$ cat config.mk
export PLATFORM = sky130hd
export DESIGN_NAME = apb_timer_slave
export DESIGN_NICKNAME = d
export VERILOG_FILES = /design/src/rtl/apb_timer_slave.sv
export SDC_FILE = /design/constraint.sdc
export NUM_CORES = 1
export LEC_CHECK = 0
export ABC_AREA = 1
export CAP_MARGIN = 10
export CORE_MARGIN = 2
export CORE_UTILIZATION = 50
export DETAILED_ROUTE_END_ITERATION = 6
export PLACE_DENSITY = 0.83
export SETUP_SLACK_MARGIN = 0.1
export SLEW_MARGIN = 20
export SYNTH_ARGS = -nofsm -noshare
export SYNTH_HDL_FRONTEND = slang
export SYNTH_SLANG_ARGS = --single-unit
$ cat constraint.sdc
create_clock -name HCLK -period 1.7 [get_ports HCLK]
set_input_delay 0.34 -clock HCLK [delete_from_list [all_inputs] [get_ports HCLK]]
set_output_delay 0.34 -clock HCLK [all_outputs]
set_load 0.02 [all_outputs]
$ cat src/rtl/apb_timer_slave.sv
// APB zero-wait-state responder with a 32-bit down-counting timer, prescaler,
// periodic/one-shot modes and a level interrupt.
module apb_timer_slave #(
  parameter int PRESCALE_W = 8
) (
  input  logic        HCLK,
  input  logic        HRESETn,
  input  logic        PSEL,
  input  logic        PENABLE,
  input  logic        PWRITE,
  input  logic [31:0] PADDR,
  input  logic [31:0] PWDATA,
  output logic [31:0] PRDATA,
  output logic        IRQ
);

  typedef enum logic [1:0] {IDLE, SETUP, ACCESS} state_t;

  state_t                  state_q, state_d;
  logic [31:0]             prdata_q, prdata_d;
  logic                    en_q, en_d;
  logic                    periodic_q, periodic_d;
  logic                    irq_en_q, irq_en_d;
  logic [PRESCALE_W-1:0]   prescale_q, prescale_d;
  logic [PRESCALE_W-1:0]   presc_q, presc_d;
  logic [31:0]             load_q, load_d;
  logic [31:0]             value_q, value_d;
  logic                    expired_q, expired_d;
  logic [31:0]             scratch_q, scratch_d;

  logic [2:0]  addr;
  logic        setup_phase, access_phase, wr_en, rd_setup;
  logic        ctrl_wr, load_wr, status_wr, scratch_wr;
  logic        tick, tick_eff;
  logic [31:0] rdata;
  logic        unused_paddr;

  assign addr         = PADDR[4:2];
  assign unused_paddr = ^{PADDR[31:5], PADDR[1:0]};

  // The state names the bus phase that just completed at the last edge.
  always_comb begin
    state_d = state_q;
    case (state_q)
      IDLE:    if (PSEL && !PENABLE) state_d = SETUP;
      SETUP:   if (!PSEL) state_d = IDLE;
               else if (PENABLE) state_d = ACCESS;
      ACCESS:  state_d = (PSEL && !PENABLE) ? SETUP : IDLE;
      default: state_d = IDLE;
    endcase
  end

  assign setup_phase  = PSEL && !PENABLE && (state_q != SETUP);
  assign access_phase = PSEL && PENABLE && (state_q == SETUP);
  assign wr_en        = access_phase && PWRITE;
  assign rd_setup     = setup_phase && !PWRITE;

  assign ctrl_wr    = wr_en && (addr == 3'd0);
  assign load_wr    = wr_en && (addr == 3'd1);
  assign status_wr  = wr_en && (addr == 3'd3);
  assign scratch_wr = wr_en && (addr == 3'd4);

  always_comb begin
    rdata = '0;
    case (addr)
      3'd0: begin
        rdata[0]                = en_q;
        rdata[1]                = periodic_q;
        rdata[2]                = irq_en_q;
        rdata[8 +: PRESCALE_W]  = prescale_q;
      end
      3'd1:    rdata = load_q;
      3'd2:    rdata = value_q;
      3'd3:    rdata[0] = expired_q;
      3'd4:    rdata = scratch_q;
      default: rdata = '0;
    endcase
  end

  assign prdata_d = rd_setup ? rdata : '0;

  assign tick     = en_q && (presc_q == prescale_q);
  // A LOAD write replaces the counter outright, so a coincident tick is dropped.
  assign tick_eff = tick && !load_wr;

  always_comb begin
    en_d       = en_q;
    periodic_d = periodic_q;
    irq_en_d   = irq_en_q;
    prescale_d = prescale_q;
    presc_d    = presc_q;
    load_d     = load_q;
    value_d    = value_q;
    expired_d  = expired_q;
    scratch_d  = scratch_q;

    if (en_q) presc_d = tick ? '0 : presc_q + 1'b1;

    if (status_wr && PWDATA[0]) expired_d = 1'b0;

    if (tick_eff) begin
      if (value_q != 32'd0) begin
        value_d = value_q - 32'd1;
      end else begin
        expired_d = 1'b1;
        if (periodic_q) value_d = load_q;
        else            en_d    = 1'b0;
      end
    end

    // Register writes come last so they override timer side effects.
    if (ctrl_wr) begin
      en_d       = PWDATA[0];
      periodic_d = PWDATA[1];
      irq_en_d   = PWDATA[2];
      prescale_d = PWDATA[8 +: PRESCALE_W];
      if (PWDATA[0] && !en_q) presc_d = '0;
    end
    if (load_wr) begin
      load_d  = PWDATA;
      value_d = PWDATA;
      presc_d = '0;
    end
    if (scratch_wr) scratch_d = PWDATA;
  end

  always_ff @(posedge HCLK) begin
    if (!HRESETn) begin
      state_q    <= IDLE;
      prdata_q   <= '0;
      en_q       <= 1'b0;
      periodic_q <= 1'b0;
      irq_en_q   <= 1'b0;
      prescale_q <= '0;
      presc_q    <= '0;
      load_q     <= '0;
      value_q    <= '0;
      expired_q  <= 1'b0;
      scratch_q  <= '0;
    end else begin
      state_q    <= state_d;
      prdata_q   <= prdata_d;
      en_q       <= en_d;
      periodic_q <= periodic_d;
      irq_en_q   <= irq_en_d;
      prescale_q <= prescale_d;
      presc_q    <= presc_d;
      load_q     <= load_d;
      value_q    <= value_d;
      expired_q  <= expired_d;
      scratch_q  <= scratch_d;
    end
  end

  assign PRDATA = prdata_q;
  assign IRQ    = expired_q & irq_en_q;

endmodule

==> results.ini, run 1 <==
[finish]
fillCellCount=875
final_util_pct=76.92
drive_gt1_share_pct=30.31
fin_cells=1530
syn_to_final_growth_pct=50.66
diodes=0
multi_input_area_um2=4304
num-nets-final=1405
seq_area_um2=3060

[route]
ant_nets=0
drc_errors=0
routedWlPerCell_um=20.31
drtIter0Drc=1373
avgViaCountPerCell=6.131
dr.pass1.iters=6
via_count=9380
routed_wl_mm=31.07

[sta]
tightest_slew_ns=0.4446
worst_slack_ns=-0.2560
maxSlewHeadroom_pct=70.36
rsz0062_at_grt=yes
hold_violations=0
skew_ns=0.009947
slew_viol_final=0
max_freq_mhz=511.3
min_period_ns=1.956
setup_viol=38
finalCritPeriodShare_pct=115.1

[synthesis]
syn-instance-count=1124
synth_most_common_cell=nand2_1
syn_area_per_cell_um2=6.577
synth_top_area_share_pct=40.62
ys.flop_type=dfxtp_1
yosys-top-cells-count=258 x nand2_1, 179 x nor2_1, 153 x inv_1
yosysTopAreaCell=dfxtp_1
seq_area_frac_synth_pct=40.62
ys_top_cells_by_area=dfxtp_1 41%, nand2_1 13%, nor2_1 9.1%
ys_warn_count=0
synthDistinctLibCells=34
ys_seq_elements=150
synth_edf_count=0
async_flop_share_pct=0
syn-num-nets=1196
synth_area_um2=7392

[setup_path]
cp_max_fo=10
worstPathRequired_ns=2.04
r2r_slack_ns=-0.26
cp-start-kind=flop
slowest_delay_ns=0.32
reg2reg_to=value_q[16]
critPathCaptureType=flop
path_cells=nor2_2 -> nand2_2 -> nor2_2 -> nand2_2 -> nor2_4 -> nand3_4 -> nand2_8 -> buf_12 -> inv_8 -> buf_12 -> o21ai_2 -> nor2_1
crit_arrival_ns=2.30
cp_slowest_cell=dfxtp_2
crit_start=value_q[25]
r2r_start=value_q[25]
crit_type=flop to flop
r2r_cells=12

[outcome]
status=complete, but fails checks
violations=setup timing

[global_route]
grt_pass1_wl_mm=42.44
overflow=0
grt_usage_pct=33.89
antenna_found_initial=1
grt_pass1_vias=8303
grt_max_degree=76

[cts]
tritoncts=yes
clkSlewWorstSetupHoldPaths_ns=0.07
clk_latency_ns=0.45
root_buffer=clkbuf_16
cts.path.max_buffers=2
htree_levels=4
cts_hold_buf=0
cts_buffers=17
cts.sink_count=150

[power_and_ir_drop]
ir_drop_mv=0.6543
pwr_density_cell_nw_per_um2=710.3
leakage_nw=5.292

[floorplan]
die_w_um=125.6
dieArea_um2=15770
core_area_um2=14480
fp-row-count=44
start_util_pct=51.05
ios=102
fp.dieH_um=125.6

[worst_hold_path]
worstHoldStart=PENABLE
min_path_type=input port to flop
worstHoldPathCells=3
whs_endpoint=state_q[0]

[flow_run]
maxCapViolations=0

[placed_design]
post-dp-hpwl_mm=16.46
dp.cells=1456
place.gp.congestion=0.9817
numPortBuffers=72

routing by layer:
| metal | wire length [µm] | track usage, % | share of wire, % | up-vias |
|---|---|---|---|---|
| li1 | - | - | - | 4035 |
| met2 | 13950 | 53.48 | 45 | 861 |
| met1 | 11170 | 42.89 | 36 | 4240 |
| met5 | 0 | 0 | 0 | - |
| met4 | 2069 | 17.58 | 6.7 | 0 |
| met3 | 3871 | 8.558 | 12 | 244 |
placed cells by master, fill, tap and decap left out, drive strengths merged, types with 5 or more instances in the layout:
cell type | netlist | final
a21oi | 57 | 57
a221oi | 10 | 10
buf | 9 | 165
clkbuf | 38 | 21
clkdlybuf4s50 | 0 | 33
clkinv | 1 | 5
clkinvlp | 0 | 6
dfxtp | 150 | 150
dlygate4sd2 | 0 | 35
inv | 156 | 155
nand2 | 260 | 260
nand3 | 58 | 58
nor2 | 182 | 182
nor3 | 9 | 9
o21ai | 110 | 110
o221ai | 9 | 9
o22ai | 44 | 44
xnor2 | 6 | 6
xor2 | 12 | 12
state kept, by name (all words and copies together), names as in the netlist:
signal	cells
en_q	1
value_q	32
PRDATA	32
irq_en_q	1
presc_q	8
expired_q	1
scratch_q	32
state_q	2
periodic_q	1
load_q	32
prescale_q	8
where the power goes:
part           internal (W)  total (W)  switching (W)
Combinational      0.000177   0.000431       0.000253
Sequential          0.00351    0.00351     0.00000378
Clock               0.00239    0.00397        0.00158
worst max path at each step:
stage,to,slack [ns]
after floorplan,value_q[6],0.06
after global placement,PRDATA[30],-0.38
after detailed placement,presc_q[5],-0.46
after CTS,value_q[27],-0.08
after global routing,value_q[10],-0.27
final,value_q[16],-0.26
critical path: cells and delay by family, from the launching register on:
kind,cells,cell delay (ns)
compound gates,1,0.15
buf+inv,3,0.30
flops,1,0.32
simple gates,8,1.07
cells by family (layout without fill, tap and decap cells):
group / Yosys count / in the layout / share of synthesized area, %
flops: 150 / 150 / 40.62
xor+xnor: 18 / 18 / 2.133
simple gates: 513 / 513 / 28.17
buf+inv: 204 / 426 / 10.68
compound gates: 236 / 236 / 17.89
fa+ha+maj: 3 / 3 / 0.5078
layout make-up:
cell class,count,area share [%]
clock buffer,21,4.134
clock inverter,11,1.337
inverter,157,5.561
multi-input combinational,770,38.65
sequential,150,27.48
tap,184,2.067
timing repair buffer,236,20.73
timing repair inverter,1,0.04494
per-stage QoR:
stage          hold WS (ns)  setup WS, ns  total power [W]  TNS (ns)  area [µm²]
6_report             0.2619       -0.2560         0.007910    -6.075       11140
5_1_grt              0.3183       -0.2720         0.008062    -7.069       11140
4_1_cts              0.2850      -0.07970         0.007836   -0.9497       10620
3_5_place_dp         0.4236       -0.4558         0.003964    -42.75        9283
3_3_place_gp         0.4147       -0.3768         0.003961    -36.49        9283
2_1_floorplan        0.4101       0.06178         0.003739         0        7493
repair_timing:
action / in CTS / in global routing
buffers inserted: 27 / 10
setup endpoints to repair: 82 / 115
cloned: 5 / 1
endpoints found under the hold margin: 0 / 0
gates resized for setup: 178 / 147
pin swaps: 54 / 59
No activity file was read; power rests on OpenSTA's default activity.
==> inputs of run 2 (changes only) <==
--- a/config.mk
+++ b/config.mk
@@ -10,7 +10,7 @@
 export CORE_MARGIN = 2
 export CORE_UTILIZATION = 50
 export DETAILED_ROUTE_END_ITERATION = 6
-export PLACE_DENSITY = 0.83
+export PLACE_DENSITY_LB_ADDON = 0.1
 export SETUP_SLACK_MARGIN = 0.1
 export SLEW_MARGIN = 20
 export SYNTH_ARGS = -nofsm -noshare
==> results.ini, run 2 (same netlist as run 1, synthesis figures left out) <==
[route]
routed_wl_mm=27.26
avgViaCountPerCell=5.668
via_count=8689
drtIter0Drc=895
routedWlPerCell_um=17.78
drc_errors=0
dr.pass1.iters=5
ant_nets=0

[power_and_ir_drop]
p_seq_share_pct=45.6
p_sw_w=0.001779
pwr_density_cell_nw_per_um2=695.8
ir_drop_mv=0.8177
combPwrFrac_pct=5.7
leakage_nw=5.247
internal-power_w=0.005937
p_sw_share_pct=23.06
p_clk_share_pct=48.7

[global_route]
grt_pass1_wl_mm=38.90
grt_max_degree=76
grt_pass1_vias=7577
overflow=0
antenna_found_initial=0
grt_usage_pct=30.80

[setup_path]
cp-start-kind=flop
critPathCaptureType=flop
r2r_cells=14
path_buf_inv=3
path_cells=nor2_2 -> nand2_2 -> nor2_4 -> nand2_2 -> nor2_4 -> buf_6 -> buf_6 -> buf_6 -> nand2_1 -> nand2_1 -> nand2_2 -> nor2_4 -> nor2_2 -> nor2_1
worstPathRequired_ns=2.05
crit_type=flop to flop
slowest_delay_ns=0.35
cp_max_fo=5
path_depth=14
crit_arrival_ns=2.30
cp_slowest_cell=dfxtp_2
critPathTopFamily=simple AND/OR/NAND/NOR gates

[floorplan]
start_util_pct=51.05
die_w_um=125.6
fp.dieH_um=125.6
dieArea_um2=15770
core_area_um2=14480
fp-row-count=44
ios=102

[placed_design]
post-dp-hpwl_mm=15.75
numPortBuffers=72
post-place-ws_ns=-0.4471
place.gp.congestion=0.9562
dp.cells=1444

[flow_run]
maxCapViolations=0

[sta]
tns_ns=-5.563
maxSlewHeadroom_pct=69.10
worst_slack_ns=-0.2442
finalCritPeriodShare_pct=114.4
tightest_slew_ns=0.4635
slew_viol_final=0
skew_ns=0.008398
max_freq_mhz=514.4
hold_violations=0
min_period_ns=1.944
setup_viol=33
rsz0062_at_grt=yes

[finish]
syn_to_final_growth_pct=50.00
drive_gt1_share_pct=29.28
fin_cells=1533
fillCellCount=1049
final_common_cell=nand2_1
diodes=0
final_cell_mix=216 x nand2_1, 142 x inv_1, 132 x nor2_1
num-nets-final=1408

[worst_hold_path]
min_path_type=input port to flop
worstHoldPathCells=4

[cts]
htree_levels=4
cts.sink_count=150
clk_latency_ns=0.43
cts.path.max_buffers=2
cts_buffers=17
root_buffer=clkbuf_16
clkSlewWorstSetupHoldPaths_ns=0.06
tritoncts=yes
cts_hold_buf=0

[outcome]
violations=setup timing
status=complete, but fails checks

run 2: layout make-up:
cell class                 instances  area (µm²)  area share [%]
sequential                       150        3044           27.45
clock buffer                      20       456.7           4.119
timing repair inverter             1       7.507         0.06771
tap                              184       230.2           2.076
clock inverter                    12       127.6           1.151
timing repair buffer             239        2326           20.98
inverter                         157       625.6           5.642
multi-input combinational        770        4270           38.51
run 2: through the flow:
stage / power [W] / hold slack [ns] / instance area, µm² / util, %
after floorplan: 0.003739 / 0.4101 / 7493 / -
after global placement: 0.003957 / 0.4232 / 9180 / 63.40
after detailed placement: 0.003957 / 0.4304 / 9180 / 63.40
after CTS: 0.007678 / 0.3045 / 10360 / 71.54
after global routing: 0.007904 / 0.3404 / 11090 / 76.58
final: 0.007716 / 0.3089 / 11090 / 76.58
run 2: layer usage:
| layer | global-route usage, % | wire length (µm) | vias up |
|---|---|---|---|
| met5 | 0 | 0 | - |
| met4 | 13.53 | 1221 | 0 |
| met3 | 6.119 | 2800 | 111 |
| met2 | 46.10 | 11900 | 525 |
| met1 | 43.14 | 11330 | 4010 |
| li1 | - | - | 4043 |
run 2: power by group through the flow:
stage	Clock (W)	Sequential, W	Combinational (W)
floorplan	0	0.00360	0.000139
global placement	0	0.00360	0.000357
detailed placement	0	0.00360	0.000357
CTS	0.00378	0.00352	0.000375
global route	0.00393	0.00352	0.000458
finish	0.00376	0.00352	0.000439
run 2: repair_timing:
action / 4_1_cts / 5_1_grt
hold endpoints to repair: 0 / 0
pin swaps: 55 / 79
resized for setup: 143 / 163
buffers inserted: 30 / 19
setup endpoints to repair: 96 / 106
gates cloned: 4 / 6
run 2: path summary, 6_finish.rpt:
check | startpoint | endpoint | slack (ns)
worst max-delay path | value_q[31] | value_q[10] | -0.24
worst min-delay path | HRESETn | state_q[0] | 0.31
worst max register to register | value_q[31] | value_q[10] | -0.24
worst min register to register | state_q[1] | state_q[0] | 0.43
run 2: tightest hold or removal path, stage by stage:
cell      delay [ns]
buf_2           0.13
nand2_1         0.09
buf_4           0.10
a211oi_1        0.03
